--- src/rtl/signal_emitter_pkg.sv ---
// Shared definitions for the signal emitter and its oversampling capture counterpart.
// Holds the FSM state encoding, the default bit-period timing shared with the capture
// block, the minimum preamble length, and small elaboration helpers.
package signal_emitter_pkg;

  typedef enum logic [1:0] {
    StIdle     = 2'd0,
    StPreamble = 2'd1,
    StData     = 2'd2
  } state_e;

  // Mid-bit tick index for a given period length.
  function automatic int unsigned half_of(input int unsigned rate);
    return (rate - 1) >> 1;
  endfunction

  // Counter width for 0..n-1, never narrower than one bit.
  function automatic int unsigned clog2_min1(input int unsigned n);
    return (n <= 2) ? 1 : $clog2(n);
  endfunction

  localparam int unsigned ClockRateDefault = 12;
  localparam int unsigned HalfDefault      = half_of(ClockRateDefault);
  // Five toggling periods give the receiver four clean edges to lock on.
  localparam int unsigned PreambleMin      = 5;

endpackage

--- src/rtl/signal_emitter_timer.sv ---
// Bit-period timer for the signal emitter.
// Runs the per-period tick counter while the emitter is active, flags the last tick of
// a period (the next ce edge starts a new period) and the edge that lands on the
// mid-bit tick of a data period.
// Optional feature (macro SIGNAL_EMITTER_DRIFT_EN): every DRIFT_PERIOD-th data period
// is stretched by one tick to exercise receiver phase tracking.
// Ports:
//   clk, rst     : clock, asynchronous active-high reset
//   ce           : clock enable, state advances only when high
//   run_i        : emitter is in preamble or data (counter held at 0 otherwise)
//   data_i       : emitter is sending data bits
//   last_tick_o  : current tick is the final one of the period
//   mid_next_o   : this ce edge moves a data period onto its mid-bit tick
module signal_emitter_timer
  import signal_emitter_pkg::*;
#(
  parameter int unsigned CLOCK_RATE = ClockRateDefault,
  parameter int unsigned HALF       = half_of(CLOCK_RATE),
  parameter int unsigned BITS_COUNT = 4
`ifdef SIGNAL_EMITTER_DRIFT_EN
  ,
  parameter int unsigned DRIFT_PERIOD = 16
`endif
) (
  input  logic clk,
  input  logic rst,
  input  logic ce,
  input  logic run_i,
  input  logic data_i,
  output logic last_tick_o,
  output logic mid_next_o
);

  logic [BITS_COUNT-1:0] count_q, count_d;
  logic                  stretch;

`ifdef SIGNAL_EMITTER_DRIFT_EN
  localparam int unsigned DriftW = clog2_min1(DRIFT_PERIOD);

  // Index of the current data period modulo DRIFT_PERIOD; carries across back-to-back
  // words and clears whenever the emitter is not in DATA.
  logic [DriftW-1:0] drift_q, drift_d;

  assign stretch = data_i && (drift_q == DriftW'(DRIFT_PERIOD - 1));

  always_comb begin
    drift_d = drift_q;
    if (ce) begin
      if (!data_i) begin
        drift_d = '0;
      end else if (last_tick_o) begin
        drift_d = stretch ? '0 : drift_q + 1'b1;
      end
    end
  end

  always_ff @(posedge clk or posedge rst) begin
    if (rst) begin
      drift_q <= '0;
    end else begin
      drift_q <= drift_d;
    end
  end
`else
  assign stretch = 1'b0;
`endif

  assign last_tick_o = run_i &&
      (count_q == (stretch ? BITS_COUNT'(CLOCK_RATE) : BITS_COUNT'(CLOCK_RATE - 1)));

  always_comb begin
    count_d = count_q;
    if (ce) begin
      count_d = (last_tick_o || !run_i) ? '0 : count_q + 1'b1;
    end
  end

  assign mid_next_o = ce && data_i && (count_d == BITS_COUNT'(HALF));

  always_ff @(posedge clk or posedge rst) begin
    if (rst) begin
      count_q <= '0;
    end else begin
      count_q <= count_d;
    end
  end

endmodule

--- src/rtl/signal_emitter.sv ---
// Serial signal emitter: sends parallel words MSB first on a single registered line,
// each bit held for CLOCK_RATE clock-enabled cycles, with a toggling preamble before
// every burst so the far-end capture unit can lock. Words offered on the final tick of
// a word stream back-to-back with no preamble.
// Optional feature (macro SIGNAL_EMITTER_DRIFT_EN): periodic one-tick period stretch,
// implemented in signal_emitter_timer; exposes parameter DRIFT_PERIOD.
// Ports:
//   clk, rst   : clock, asynchronous active-high reset
//   ce         : clock enable, all state advances only when high
//   tdata      : word to send, MSB first; tvalid marks it valid
//   tready     : word accepted this cycle when tvalid is also high (combinational)
//   d          : serial line (registered)
//   busy       : preamble or data in progress
//   bit_strobe : one-clk pulse at mid-bit of each data bit
//   strobe_bit : data bit on d, valid with bit_strobe
module signal_emitter
  import signal_emitter_pkg::*;
#(
  parameter int unsigned CLOCK_RATE = ClockRateDefault,
  parameter int unsigned HALF       = half_of(CLOCK_RATE),
  parameter int unsigned BITS_COUNT = 4,
  parameter int unsigned WIDTH      = 8,
  parameter int unsigned PREAMBLE   = 6
`ifdef SIGNAL_EMITTER_DRIFT_EN
  ,
  parameter int unsigned DRIFT_PERIOD = 16
`endif
) (
  input  logic             clk,
  input  logic             rst,
  input  logic             ce,
  input  logic [WIDTH-1:0] tdata,
  input  logic             tvalid,
  output logic             tready,
  output logic             d,
  output logic             busy,
  output logic             bit_strobe,
  output logic             strobe_bit
);

  localparam int unsigned IdxW = clog2_min1(WIDTH);
  localparam int unsigned PreW = clog2_min1(PREAMBLE);

  state_e           state_q, state_d;
  logic [WIDTH-1:0] shift_q, shift_d;
  logic [IdxW-1:0]  bitidx_q, bitidx_d;
  logic [PreW-1:0]  pcount_q, pcount_d;
  logic             d_q, d_d;
  logic             bit_strobe_q, bit_strobe_d;
  logic             strobe_bit_q, strobe_bit_d;
  logic             last_tick, mid_next, last_bit, period_end, pre_done, xfer;

  signal_emitter_timer #(
    .CLOCK_RATE  (CLOCK_RATE),
    .HALF        (HALF),
    .BITS_COUNT  (BITS_COUNT)
`ifdef SIGNAL_EMITTER_DRIFT_EN
    ,
    .DRIFT_PERIOD(DRIFT_PERIOD)
`endif
  ) u_timer (
    .clk        (clk),
    .rst        (rst),
    .ce         (ce),
    .run_i      (state_q != StIdle),
    .data_i     (state_q == StData),
    .last_tick_o(last_tick),
    .mid_next_o (mid_next)
  );

  assign last_bit   = (bitidx_q == IdxW'(WIDTH - 1));
  assign pre_done   = (pcount_q == PreW'(PREAMBLE - 1));
  // The next ce edge begins a new bit period.
  assign period_end = ce && last_tick;
  assign xfer       = tvalid && tready;

  // State register
  always_ff @(posedge clk or posedge rst) begin
    if (rst) begin
      state_q <= StIdle;
    end else begin
      state_q <= state_d;
    end
  end

  // Next-state logic
  always_comb begin
    state_d = state_q;
    unique case (state_q)
      StIdle:     if (xfer) state_d = StPreamble;
      StPreamble: if (period_end && pre_done) state_d = StData;
      StData:     if (period_end && last_bit && !xfer) state_d = StIdle;
      default:    state_d = StIdle;
    endcase
  end

  // FSM outputs
  always_comb begin
    busy   = (state_q != StIdle);
    // Accept only when idle or on the final tick of the last bit of a word.
    tready = !rst && ce &&
             ((state_q == StIdle) || ((state_q == StData) && last_tick && last_bit));
  end

  // Datapath next-state
  always_comb begin
    shift_d  = shift_q;
    bitidx_d = bitidx_q;
    pcount_d = pcount_q;
    d_d      = d_q;
    unique case (state_q)
      StIdle: begin
        if (xfer) begin
          // The toggle on accept is preamble period one.
          shift_d  = tdata;
          pcount_d = '0;
          bitidx_d = '0;
          d_d      = !d_q;
        end
      end
      StPreamble: begin
        if (period_end) begin
          if (pre_done) begin
            d_d      = shift_q[WIDTH-1];
            bitidx_d = '0;
          end else begin
            pcount_d = pcount_q + 1'b1;
            d_d      = !d_q;
          end
        end
      end
      StData: begin
        if (period_end) begin
          if (!last_bit) begin
            shift_d  = {shift_q[WIDTH-2:0], 1'b0};
            d_d      = shift_q[WIDTH-2];
            bitidx_d = bitidx_q + 1'b1;
          end else if (xfer) begin
            // Back-to-back word: continuous line, no preamble.
            shift_d  = tdata;
            d_d      = tdata[WIDTH-1];
            bitidx_d = '0;
          end
        end
      end
      default: ;
    endcase
    // mid_next is low whenever ce is low, so the strobe self-clears after one clk.
    bit_strobe_d = mid_next;
    strobe_bit_d = mid_next ? d_q : strobe_bit_q;
  end

  always_ff @(posedge clk or posedge rst) begin
    if (rst) begin
      shift_q      <= '0;
      bitidx_q     <= '0;
      pcount_q     <= '0;
      d_q          <= 1'b0;
      bit_strobe_q <= 1'b0;
      strobe_bit_q <= 1'b0;
    end else begin
      shift_q      <= shift_d;
      bitidx_q     <= bitidx_d;
      pcount_q     <= pcount_d;
      d_q          <= d_d;
      bit_strobe_q <= bit_strobe_d;
      strobe_bit_q <= strobe_bit_d;
    end
  end

  assign d          = d_q;
  assign bit_strobe = bit_strobe_q;
  assign strobe_bit = strobe_bit_q;

endmodule

--- config.mk ---
export PLATFORM = sky130hd
export DESIGN_NAME = signal_emitter
export DESIGN_NICKNAME = d
export VERILOG_FILES = /design/src/rtl/signal_emitter_pkg.sv /design/src/rtl/signal_emitter_timer.sv /design/src/rtl/signal_emitter.sv
export SDC_FILE = /design/constraint.sdc
export NUM_CORES = 1
export LEC_CHECK = 0
export ABC_AREA = 1
export CORE_ASPECT_RATIO = 1.2
export CORE_UTILIZATION = 50
export CTS_CLUSTER_DIAMETER = 80
export CTS_CLUSTER_SIZE = 16
export DETAILED_ROUTE_END_ITERATION = 16
export GPL_ROUTABILITY_DRIVEN = 0
export GPL_TIMING_DRIVEN = 1
export PLACE_DENSITY_LB_ADDON = 0.08
export SLEW_MARGIN = 25
export SYNTH_ARGS = -nofsm -noshare
export SYNTH_HDL_FRONTEND = slang
export SYNTH_SLANG_ARGS = --single-unit
--- constraint.sdc ---
create_clock -name clk -period 3.2 [get_ports clk]
set_input_delay 0.8 -clock clk [delete_from_list [all_inputs] [get_ports clk]]
set_output_delay 0.8 -clock clk [all_outputs]
set_load 0.05 [all_outputs]
==> results of run 1 <==
[state kept, by name, summed over array words and instances (netlist names)]
name             cells
u_timer.count_q      4
strobe_bit           1
d                    1
bitidx_q             3
state_q              2
shift_q              8
bit_strobe           1
pcount_q             3
[final cells by class]
type / instances / area share (%)
clock buffers: 4 / 1.52
flip-flops and latches: 23 / 33.2
multi-input cells: 151 / 44.5
well taps: 34 / 2.46
repair buffers: 18 / 10.7
inverters: 35 / 7.59
[kinds of logic (layout without fill, tap and decap cells)]
logic type	Yosys count	in the layout	synth area share (%)
adders and majority gates	9	9	7.50
buffers and inverters	38	57	10.3
xor gates and xnor gates	2	2	1.17
and+or+nand+nor	122	122	35.9
AOI/OAI and AO/OA	18	18	6.75
DFF	23	23	38.3
[worst max-delay path: stages, from the launching register on]
cell	delay, ps
dfrtp_1	410
inv_1	90
ha_1	270
inv_2	120
clkdlybuf4s50_1	810
[cell usage in the layout, fill, tap and decap left out, drive strengths merged]
cell type	n
o21ai	14
dfrtp	23
clkbuf	4
ha	9
nand3b	1
buf	3
nor2	29
a21oi	2
clkdlybuf4s50	15
o21bai	1
inv	35
nand4	3
o22ai	1
nand3	23
nand2	66
xor2	2
[final timing paths]
check	endpoint	slack [ps]	cells past startpoint
max	busy	390	4
min	strobe_bit	490	2
max reg2reg	shift_q[0]	1200	9
min reg2reg	strobe_bit	490	2
max in group asynchronous	state_q[0]	2210	3
min in group asynchronous	u_timer.count_q[3]	810	3
[through the flow]
step | utilization, % | hold slack, ps | total power, mW
6_report | 61.6 | 489 | 1.40
5_1_grt | 61.6 | 542 | 1.53
4_1_cts | 61.6 | 499 | 1.41
3_3_place_gp | 60.7 | 456 | 1.23
2_1_floorplan | - | 446 | 1.08
3_5_place_dp | 60.7 | 467 | 1.27
[layer usage]
layer | global-route usage [%] | vias up | wire (um)
met5 | 0 | - | 0
met4 | 10.4 | 0 | 35
met3 | 2.43 | 4 | 77
met2 | 40.1 | 22 | 1640
met1 | 24.7 | 642 | 1330
li1 | - | 693 | -
[power by group through the flow]
stage | logic, mW | registers [mW] | clock network [mW]
final | 0.786 | 0.474 | 0.137
after global routing | 0.896 | 0.487 | 0.150
after CTS | 0.792 | 0.473 | 0.143
after detailed placement | 0.788 | 0.479 | 0
after global placement | 0.759 | 0.472 | 0
after floorplan | 0.592 | 0.487 | 0
==> results.ini, run 1 <==
[route]
antenna_left=0
vias_per_cell=5.14
wl_per_cell_um=11.6
drt-total-wl_um=3080
drt_iter0_drc=40
drc=0
drt_pass1_iterations=4
dr_total_vias=1361

[power]
combinationalPowerShare_pct=56.3
p_leak_nw=0.963
p_seq_share_pct=33.9
power_density_nw_per_um2=806
p_int_mw=0.718
p_sw_mw=0.678
vdd_drop_max_mv=0.479
power_frac_clock_pct=9.8
p_sw_share_pct=48.6

[setup_path]
startpoint=state_q[0]
worstSetupPathType=reg2out
crit_path_max_fanout=6
r2r_start=state_q[0]
cp.arrival_ps=2010
cp.required_ps=2400
cp-end-kind=output pin
start_kind=register

[finish]
diodes=0
n_fill_cell=269
regArea_sq_um=576
drive_gt1_share_pct=9.96
multi_input_area_sq_um=771
syn2layout_area_growth_pct=15.3
final_net_count=253
final_area_sq_um=1730
stdcell_count=265

[grt]
grt_max_degree=16
grt_pass1_wl_um=5200
grtUsageTotal_pct=21.7
antenna_found_initial=0
grt-ovfl-total=0
grt_pass1_vias=1277

[timing]
final.period_utilization_pct=88.0
rsz0062_at_grt=false
min_period_ps=2810
relSlewSlack_pct=66.7
skew_ps=1.98
hold_viol=0
setup_viol=0
final.setup.tns_ps=0
clock.fmax_ghz=0.355
setup_slack_ps=385
slew_viol_final=0
worst_pin_slew_ps=498

[synthesis]
yosysMostFrequentCell=nand2_1
synth_edf_count=0
avgSynthCellArea_sq_um=7.08
synthTopCellsByArea=dfrtp_1 38%, nand2_1 15%, inv_1 8.0%, ha_1 7.5%, nand3_1 7.3%
yosys.area.top_type=dfrtp_1
synth_commonest_cells=61 x nand2_1, 32 x inv_1, 24 x nor2_1
synth_cells=212
yosysUniqueCellTypes=25
yosys_register_bits=23
synth_ff_type=dfrtp_1
synthArstFlopShare_pct=100
netlist.area_leader.share_pct=38.3
seq_area_frac_synth_pct=38.3
synth.net_count=233
netlist_area_sq_um=1500
ys.warnings.count=0

[run_status]
status=completed

[clock_tree]
htree_levels=1
ctsHoldBuffers=0
cts_tree=yes
cts_resized=0
clock_latency_ps=310
cts_setup_buffers=0
root_buffer=clkbuf_4
cts.path.max_buffers=2
cts_buffers=3
clk_pin_slew_ps=130
cts.sinks=23

[floorplan]
core-area_sq_um=2810
die_w_um=52.0
die_area_sq_um=3230
start_util_pct=53.4
fp-row-count=21
die-height_um=62.0
io_pins=17

[hold_path]
holdCritPathClass=reg2reg
hold_path.startpoint=strobe_bit

[job]
drv_cap=0

[placement]
dpl_cell_area_sq_um=1710
port_buffers=16
dpl.cell_count=261
hpwl_um=2410
pre_cts_slack_ps=628

Note: power is estimated with default switching activity, not from simulation.
==> inputs of run 2 (changes only) <==
- CORE_UTILIZATION: 50 -> 55
==> results.ini, run 2 (synthesis gave the netlist of run 1 again) <==
[grt]
grtUsageTotal_pct=22.8
grt-ovfl-total=0
grt_pass1_vias=1275
grt_max_degree=16
antenna_found_initial=0
grt_pass1_wl_um=5130

[route]
drt_pass1_iterations=4
wl_per_cell_um=11.3
drt-total-wl_um=2990
antenna_left=0
vias_per_cell=5.02
drt_iter0_drc=31
drc=0
dr_total_vias=1326

[setup_path]
start_kind=register
cp.arrival_ps=2040
crit_path_max_fanout=6
cp.required_ps=2400
worstSetupPathType=reg2out
cp-end-kind=output pin

[timing]
relSlewSlack_pct=66.1
whs_ps=489
hold_viol=0
rsz0062_at_grt=false
final.setup.tns_ps=0
skew_ps=6.61
worst_pin_slew_ps=507
final.period_utilization_pct=88.8
clock.fmax_ghz=0.352
slew_viol_final=0
min_period_ps=2840
setup_viol=0

[clock_tree]
clock_latency_ps=320
clk_pin_slew_ps=130
cts_tree=yes
cts.path.max_buffers=2
htree_levels=1
cts.sinks=23
cts_resized=0
cts_setup_buffers=0
ctsHoldBuffers=0
cts_buffers=3
root_buffer=clkbuf_4

[floorplan]
die_area_sq_um=2940
die_w_um=49.7
io_pins=17
core-area_sq_um=2550
start_util_pct=58.8
fp-row-count=20
die-height_um=59.2

[finish]
layout_top_registers=shift_q: 8 flops, u_timer.count_q: 4 flops
largest-register=shift_q
syn2layout_area_growth_pct=15.3
drive_gt1_share_pct=10.4
layout_commonest_cell=nand2_1
largest_reg_flops=8
final_net_count=253
fin_util_pct=67.8
diodes=0
mostFrequentLayoutCells=61 x nand2_1, 32 x inv_1, 24 x nor2_1

[hold_path]
holdCritPathClass=reg2reg

[placement]
port_buffers=16
hpwl_um=2350

[run_status]
status=completed

[power]
p_leak_nw=0.966
finalPower_mw=1.40
power_density_nw_per_um2=809
vdd_drop_max_mv=0.546

[job]
drv_cap=0

run 2: cell count changes in the layout (fill, tap and decap cells not counted):
cell	delta
clkbuf_1	-1
clkinv_2	+1
run 2: final cells by class:
| type | instances | area [sq um] |
|---|---|---|
| well taps | 33 | 41.3 |
| multi-input cells | 151 | 771 |
| clock inverters | 1 | 5.00 |
| repair buffers | 18 | 185 |
| inverters | 35 | 131 |
| clock buffers | 3 | 22.5 |
| fillers | 233 | 821 |
| flip-flops and latches | 23 | 576 |
run 2: worst paths after layout:
check                      depth (start not counted)       start  slack, ps            endpoint
max                                                4  state_q[0]        360                busy
max in group asynchronous                          3         rst       2240          state_q[1]
min reg2reg                                        2  strobe_bit        490          strobe_bit
min in group asynchronous                          3         rst        780  u_timer.count_q[2]
min                                                2  strobe_bit        490          strobe_bit
max reg2reg                                        9  state_q[0]       1280          shift_q[0]
run 2: through the flow:
stage	std cells	instance area, sq um	setup WS [ps]
6_report	264	1730	360
2_1_floorplan	212	1500	292
5_1_grt	264	1730	272
3_3_place_gp	260	1700	645
3_5_place_dp	260	1700	614
4_1_cts	264	1730	354
run 2: worst max-delay path, stage by stage, from the launching register on:
cell and delay, ps:
dfrtp_1 420, inv_1 90, ha_1 270, inv_2 120, clkdlybuf4s50_1 820
run 2: report_power, final:
group          leakage, nW  total [mW]  switching (mW)  internal [mW]
Sequential           0.297       0.472          0.0753          0.396
Clock               0.0177       0.144          0.0975         0.0469
Combinational        0.651       0.785           0.513          0.272
Total                0.966        1.40           0.686          0.716
run 2: layer usage:
| layer | GRT usage, % | wire (um) |
|---|---|---|
| met1 | 24.6 | 1320 |
| met2 | 44.4 | 1560 |
| met3 | 2.56 | 58 |
| met4 | 9.80 | 51 |
| met5 | 0 | 0 |
